==> config.mk <==
export PLATFORM = sky130hd
export DESIGN_NAME = alu_sequencer
export DESIGN_NICKNAME = d
export VERILOG_FILES = /design/src/rtl/alu_pkg.sv /design/src/rtl/alu_sequencer.sv
export SDC_FILE = /design/constraint.sdc
export NUM_CORES = 1
export LEC_CHECK = 0
export CELL_PAD_IN_SITES_DETAIL_PLACEMENT = 1
export CELL_PAD_IN_SITES_GLOBAL_PLACEMENT = 2
export CORE_MARGIN = 10
export CORE_UTILIZATION = 27
export DETAILED_ROUTE_END_ITERATION = 10
export PLACE_DENSITY_LB_ADDON = 0.2
export SETUP_SLACK_MARGIN = 0.15
export SYNTH_ARGS = -nofsm -noshare
export SYNTH_HDL_FRONTEND = slang
export SYNTH_SLANG_ARGS = --single-unit
export TNS_END_PERCENT = 10
==> constraint.sdc <==
create_clock -name clk -period 2.3 [get_ports clk]
set_clock_uncertainty 0.2 [all_clocks]
set_input_delay 0.575 -clock clk [delete_from_list [all_inputs] [get_ports clk]]
set_output_delay 0.575 -clock clk [all_outputs]
set_load 0.02 [all_outputs]
==> src/rtl/alu_pkg.sv <==
// Shared op codes, sequencer states and op-class helpers for alu_sequencer.
package alu_pkg;

    localparam logic [3:0] OP_ADD  = 4'd1;
    localparam logic [3:0] OP_SUB  = 4'd2;
    localparam logic [3:0] OP_MUL  = 4'd3;
    localparam logic [3:0] OP_DIV  = 4'd4;
    localparam logic [3:0] OP_AND  = 4'd5;
    localparam logic [3:0] OP_OR   = 4'd6;
    localparam logic [3:0] OP_SHL  = 4'd7;
    localparam logic [3:0] OP_SHR  = 4'd8;
    localparam logic [3:0] OP_ROL  = 4'd9;
    localparam logic [3:0] OP_ROR  = 4'd10;
    localparam logic [3:0] OP_NEG  = 4'd11;
    localparam logic [3:0] OP_XOR  = 4'd12;
    localparam logic [3:0] OP_NOR  = 4'd13;
    localparam logic [3:0] OP_NAND = 4'd14;

    typedef enum logic [2:0] {
        S_IDLE,
        S_ISSUE,
        S_WAIT,
        S_CAPT,
        S_RESP
    } state_t;

    function automatic logic is_muldiv(input logic [3:0] op);
        return (op == OP_MUL) || (op == OP_DIV);
    endfunction

    function automatic logic is_legal(input logic [3:0] op);
        return (op != 4'h0) && (op != 4'hF);
    endfunction

endpackage

==> src/rtl/alu_sequencer.sv <==
// Request/response sequencer in front of the registered ALU; owns HI/LO.
// Optional ALU_SEQ_DIVZERO_EN: divide by zero is rejected like an illegal op.
module alu_sequencer
    import alu_pkg::*;
#(
    parameter int MULDIV_WAIT = 2,
    parameter int DATA_W      = 32
) (
    input  logic                clk,
    input  logic                rst_n,
    input  logic                req_valid,
    output logic                req_ready,
    input  logic [3:0]          req_op,
    input  logic [DATA_W-1:0]   req_a,
    input  logic [DATA_W-1:0]   req_b,
    output logic [DATA_W-1:0]   alu_a,
    output logic [DATA_W-1:0]   alu_b,
    output logic [3:0]          alu_sel,
    input  logic [2*DATA_W-1:0] alu_out,
    output logic                rsp_valid,
    input  logic                rsp_ready,
    output logic [DATA_W-1:0]   rsp_lo,
    output logic [DATA_W-1:0]   rsp_hi,
    output logic                rsp_err,
    output logic [DATA_W-1:0]   hi_q,
    output logic [DATA_W-1:0]   lo_q,
    output logic                busy
);

    localparam logic [3:0] WAIT_LD = 4'(MULDIV_WAIT);
    localparam logic       HAS_WAIT = (MULDIV_WAIT > 0);

    state_t     state;
    state_t     state_nx;
    logic [3:0] cnt;
    logic       accept;
    logic       bad_req;
    logic       cur_md;

    assign req_ready = (state == S_IDLE);
    assign rsp_valid = (state == S_RESP);
    assign busy      = (state != S_IDLE);
    assign accept    = req_valid && req_ready;
    assign cur_md    = is_muldiv(alu_sel);

`ifdef ALU_SEQ_DIVZERO_EN
    assign bad_req = !is_legal(req_op) ||
                     ((req_op == OP_DIV) && (req_b == '0));
`else
    assign bad_req = !is_legal(req_op);
`endif

    always_ff @(posedge clk or negedge rst_n) begin
        if (!rst_n) begin
            state <= S_IDLE;
        end else begin
            state <= state_nx;
        end
    end

    always_comb begin
        state_nx = state;
        case (state)
            S_IDLE: begin
                if (accept) begin
                    state_nx = bad_req ? S_RESP : S_ISSUE;
                end
            end
            S_ISSUE: begin
                state_nx = (cur_md && HAS_WAIT) ? S_WAIT : S_CAPT;
            end
            S_WAIT: begin
                if (cnt <= 4'd1) begin
                    state_nx = S_CAPT;
                end
            end
            S_CAPT: begin
                state_nx = S_RESP;
            end
            S_RESP: begin
                if (rsp_ready) begin
                    state_nx = S_IDLE;
                end
            end
            default: begin
                state_nx = S_IDLE;
            end
        endcase
    end

    // Settle counter only runs for mul/div; it is reloaded on every ISSUE.
    always_ff @(posedge clk or negedge rst_n) begin
        if (!rst_n) begin
            cnt <= '0;
        end else if (state == S_ISSUE) begin
            cnt <= WAIT_LD;
        end else if (state == S_WAIT) begin
            cnt <= cnt - 4'd1;
        end
    end

    always_ff @(posedge clk or negedge rst_n) begin
        if (!rst_n) begin
            alu_a   <= '0;
            alu_b   <= '0;
            alu_sel <= OP_ADD;
            rsp_lo  <= '0;
            rsp_hi  <= '0;
            rsp_err <= 1'b0;
        end else if (accept) begin
            if (bad_req) begin
                rsp_lo  <= '0;
                rsp_hi  <= '0;
                rsp_err <= 1'b1;
            end else begin
                alu_a   <= req_a;
                alu_b   <= req_b;
                alu_sel <= req_op;
                rsp_err <= 1'b0;
            end
        end else if (state == S_CAPT) begin
            rsp_lo  <= alu_out[DATA_W-1:0];
            rsp_hi  <= cur_md ? alu_out[2*DATA_W-1:DATA_W] : '0;
            rsp_err <= 1'b0;
        end
    end

    always_ff @(posedge clk or negedge rst_n) begin
        if (!rst_n) begin
            hi_q <= '0;
            lo_q <= '0;
        end else if ((state == S_CAPT) && cur_md) begin
            hi_q <= alu_out[2*DATA_W-1:DATA_W];
            lo_q <= alu_out[DATA_W-1:0];
        end
    end

endmodule
Word-level counts from Yosys, hierarchy flattened

Cells that the tools add are included.
W data, S select, Z words.

$add $sub $neg: 1
Eq/ne operators: 11
Muxes and demuxes: 17
Reductions and logical operators: 12
$lt $le $gt $ge: 1

Operators with widths:

| operator              | count |
|---|---|
| $mux W32              | 6 |
| $pmux W3 S5           | 1 |
| $mux W3               | 4 |
| $mux W4               | 2 |
| $eq A3 B2 Y1 const B  | 2 |
| $eq A4 B2 Y1 const B  | 1 |
| $eq A4 B3 Y1 const B  | 1 |
| $le A4 B1 Y1 const B  | 1 |
| $mux W1               | 4 |
| $ne A2 B1 Y1 const B  | 2 |
| $ne A2 B2 Y1 const B  | 2 |
| $ne A4 B4 Y1 const B  | 1 |
| $reduce_and A2 Y1     | 2 |
| $reduce_bool A2 Y1    | 2 |
| $reduce_bool A4 Y1    | 1 |
| $sub A4 B1 Y4 const B | 1 |
| $eq A3 B1 Y1 const B  | 1 |
| $eq A3 B3 Y1 const B  | 1 |
| $logic_and A1 B1 Y1   | 3 |
| $logic_not A3 Y1      | 1 |
| $reduce_and A3 Y1     | 1 |
| $reduce_bool A3 Y1    | 1 |
| $logic_or A1 B1 Y1    | 1 |

Bits of input ports: 136
Output and inout bits: 200
Flip-flop bits (word level): 204
Logic and storage cells: 52

Longest topological paths before layout

Gate-level depths: netlist (run 1).

Depth in word-level cells: 5
Gate-level depth with buffers: 6
Mapped depth without buffers: 5

Worst setup path before layout (run 1)

Ideal clock, no wire load.

Path kind: input to register
Start: input port req_op[0]
End: register alu_b[12]
Required time: 1975 ps
Setup time: 125 ps
Data arrival time: 1874 ps
Path slack: 101 ps
Stages on the path: 5
Path buffers: 2
Path through: or4_4 > nand4_4 > buf_6 > buf_6 > mux2_4

Cells in the longest elaborated chain, start to end: 3
Elaborated cells on any way between the ends: 4
Those cells by class: 1 x eq/ne; 3 x reduce/logical

Ends and longest elaborated chain:

| item                                                      | line                 | source |
|---|---|---|
| from (decl)                                               | alu_sequencer.sv:13  | `input logic [3:0] req_op,` |
| $ne A4 B4 Y1 / $reduce_bool A4 Y1 (equally long branches) | alu_pkg.sv:32        | `return (op != 4'h0) && (op != 4'hF);` |
| $logic_and A1 B1 Y1 *                                     | alu_pkg.sv:32        |  |
| $reduce_and A2 Y1 (no line) *                             | n/a                  |  |
| to (signal assigned)                                      | alu_sequencer.sv:117 | `alu_b <= req_b;` |
| to (decl)                                                 | alu_sequencer.sv:17  | `output logic [DATA_W-1:0] alu_b,` |

Mark *: on every way between the ends. The rest lies on a longest branch, timed or not.
A chain may end at the register's enable or synchronous reset.

Final worst setup path (run 1)

Start: register state[2]
End: output port req_ready

Cells in the longest elaborated chain, start to end: 1

Ends and longest elaborated chain:

| item                   | line                | source |
|---|---|---|
| from (decl)            | alu_sequencer.sv:33 | `state_t state;` |
| from (signal assigned) | alu_sequencer.sv:57 | `state <= state_nx;` |
| $logic_not A3 Y1       | alu_sequencer.sv:40 | `assign req_ready = (state == S_IDLE);` |
| to (decl)              | alu_sequencer.sv:12 | `output logic req_ready,` |

Every way passes these cells.

==> results.sh, run 1 <==
export IMPL_seqPwrFrac_pct=32.0
export IMPL_grt_pass1_wl_um=44300
export IMPL_p_per_area_nw_per_um2=1500
export IMPL_grt_pass1_vias=6879
export IMPL_outcome="finished, final reports clean"
export IMPL_synth_top_cells_by_count="dfrtp_1 (203), mux2_2 (123), nand2_1 (84)"
export IMPL_arrival_ns=1.50
export IMPL_synth_top_family_by_area="multiplexers"
export IMPL_htreeDepth=1
export IMPL_area_growth_pct=65.3
export IMPL_dieArea_um2=36800
export IMPL_place_congestion=0.728
export IMPL_path_cells="or3_4 -> inv_4 -> buf_6"
export IMPL_path_buf_inv=2
export IMPL_nets=1080
export IMPL_p_switching_w=0.00753
export IMPL_io_pins=336
export IMPL_synth_fp_nets=705
export IMPL_cts_buffer_depth=3
export IMPL_grt_max_degree=52
export IMPL_p_leak_nw=6.34
export IMPL_muxShareOfSynthArea_pct=19.2
export IMPL_crit_family="simple AND/OR/NAND/NOR gates"
export IMPL_period_needed_ns=2.27
export IMPL_clk_latency_ns=0.52
export IMPL_critPathMaxFanout=2
export IMPL_synth_edf_count=0
export IMPL_viasPerCell=4.54
export IMPL_post_route_drc_count=0
export IMPL_row_count=62
export IMPL_worstSetupEndpointType="primary output"
export IMPL_hold_viol_final=0
export IMPL_path_class="reg -> out"
export IMPL_pwr_share_clk_pct=20.3
export IMPL_setup_violations_final=0
export IMPL_slew_limit_headroom_pct=66.6
export IMPL_cp_slowest_stage_delay_ns=0.42
export IMPL_cts_buffers_inserted=25
export IMPL_grt_ovfl_total=0
export IMPL_fp_dieW_um=192
export IMPL_place_ws_ns=-0.381
export IMPL_fin_util_pct=45.6
export IMPL_synth_area_leader_cell="dfrtp_1"
export IMPL_start_util_pct=27.6
export IMPL_die_h_um=192
export IMPL_ys_seq_area_share_pct=64.0
export IMPL_ys_seq_elements=204
export IMPL_synth_xor_area_share_pct=0
export IMPL_dp_hpwl_um=21500
export IMPL_slew_violations=0
export IMPL_yosysTopAreaCellShare_pct=63.7
export IMPL_clkSinkCount=204
export IMPL_cts_root_buf="clkbuf_16"
export IMPL_internal_power_w=0.0122
export IMPL_yosys_warnings=0
export IMPL_io_buffers=335
export IMPL_num_vias=6112
export IMPL_setup_ws_ns=0.0283
export IMPL_diodes=0
export IMPL_swShare_pct=38.1
export IMPL_dr_pass1_iters=4
export IMPL_fmax_ghz=0.440
export IMPL_synth_adder_area_share_pct=0.314
export IMPL_synth_area_per_cell_um2=14.1
export IMPL_fin_crit_sh_pct=98.8
export IMPL_synthSimpleGateAreaFrac_pct=6.15
export IMPL_yosysUniqueCellTypes=44
export IMPL_layout_drive_gt1_share_pct=28.0
export IMPL_crit_required_ns=1.52
export IMPL_yosysMostFrequentCell="dfrtp_1"
export IMPL_start_kind="register"
export IMPL_ant_nets=0
export IMPL_hp_class="in -> reg"
export IMPL_drtIter0Drc=243
export IMPL_wl_um=30000
export IMPL_power_frac_comb_pct=47.7
export IMPL_synth_async_reset_ratio_pct=100
export IMPL_synth_area_um2=7980
export IMPL_core_um2=28900
export IMPL_cts_tree="done"
export IMPL_maxCapViolations=0
export IMPL_synth_area_top_cells="dfrtp_1 (64%), mux2_2 (17%), nand2_1 (4.0%), a32o_1 (3.0%), o21ai_0 (2.1%)"
export IMPL_rsz0062_at_grt="yes"
export IMPL_antenna_found_initial=8
export IMPL_synth_compound_area_share_pct=7.15
export IMPL_cpMaxStageDelayCell="or3_4"
export IMPL_routedWlPerCell_um=22.3
export IMPL_tightest_slew_ns=0.499
export IMPL_synth_ff_type="dfrtp_1"
export IMPL_max_vdd_ir_drop_mv=0.678
export IMPL_clkSlewWorstSetupHoldPaths_ns=0.06
export IMPL_postSynthCellCount=567
export IMPL_grt_usage_pct=15.5
-- layout by cell type, fill, tap and decap left out, types with 2 or more instances in the layout --
cell and n:
a21o_1 2, a21oi_1 5, a32o_1 24, buf_12 13
buf_4 25, buf_6 9, bufinv_16 2, clkbuf_1 8
clkbuf_16 27, clkbuf_2 4, clkbuf_8 9, clkdlybuf4s50_1 131
clkinv_2 2, dfrtp_1 203, dlygate4sd2_1 193, dlymetal6s2s_1 3
ha_1 2, inv_1 5, mux2_2 61, mux2_4 71
nand2_1 84, nor2_1 2, nor4b_1 2, o21ai_0 9
o21ai_1 5, o21ai_2 22, o22ai_2 7
-- stage by stage --
stage / power, W / TNS (ns) / instances / cell area (um2) / hold slack, ns
2_1_floorplan: 0.0111 / 0 / 567 / 7980 / 0.0794
3_3_place_gp: 0.0163 / -40.17 / 1283 / 12000 / 0.286
3_5_place_dp: 0.0164 / -45.02 / 1283 / 12000 / 0.293
4_1_cts: 0.0198 / -0.0161 / 1332 / 12900 / 0.302
5_1_grt: 0.0210 / -0.0354 / 1345 / 13200 / 0.187
6_report: 0.0198 / 0 / 1345 / 13200 / 0.172
-- power groups by stage --
stage,logic (W),registers [W],clock network (W)
after floorplan,0.00262,0.00844,0
after global placement,0.00993,0.00634,0
after detailed placement,0.00997,0.00639,0
after CTS,0.00930,0.00634,0.00415
after global routing,0.0101,0.00658,0.00434
final,0.00943,0.00632,0.00401
-- area by class of cell --
class                      count  area [um2]
fill                        3035       15700
sequential                   204        5110
timing repair buffer         384        3700
multi-input combinational    321        3030
clock buffer                  41         766
tap                          384         480
clock inverter                 5        78.8
inverter                       6        25.0
-- final timing paths --
| kind | startpoint | endpoint | slack [ns] | cells past startpoint |
|---|---|---|---|---|
| worst max-delay path | state[2] | req_ready | 0.03 | 3 |
| worst min-delay path | req_op[0] | alu_sel[0] | 0.17 | 2 |
| worst max register to register | state[0] | rsp_hi[1] | 0.05 | 7 |
| worst min register to register | alu_b[0] | alu_b[0] | 0.30 | 1 |
| max in group asynchronous | rst_n | hi_q[0] | 0.87 | 3 |
| min in group asynchronous | rst_n | lo_q[24] | 0.31 | 2 |
-- timing repair --
action | CTS | global route
hold endpoints to repair | 19 | 0
endpoints found under the setup margin | 262 | 156
pin swaps | 12 | 52
cloned | 0 | 2
gates resized for setup | 315 | 44
hold buffers | 1 | 0
buffers inserted | 2 | 11
-- logic make-up after synthesis --
kind of cell | count (synthesis)
AOI/OAI and AO/OA | 82
adders and majority gates | 2
buffers and inverters | 42
DFF | 204
muxes | 133
and+or+nand+nor | 104
-- state kept, by name, summed over array words and instances, names as in the netlist --
register  flops
cnt           4
state         3
rsp_hi       32
rsp_lo       32
alu_b        32
alu_a        32
alu_sel       4
lo_q         32
rsp_err       1
hi_q         32
-- metal layers --
layer	up-vias	global-route usage, %	wire (um)
li1	2762	-	-
met1	3036	18.1	12000
met2	252	23.8	13300
met3	50	9.68	4250
met4	12	2.85	414
met5	-	0	79
Power figures use the tool's default switching activity.
==> inputs of run 2 (changes only) <==
HOLD_SLACK_MARGIN = 0.08   (was unset)
SLEW_MARGIN = 40   (was unset)
==> results of run 2 <==
No change in the layout: final DEF, timing and power equal those of run 1.
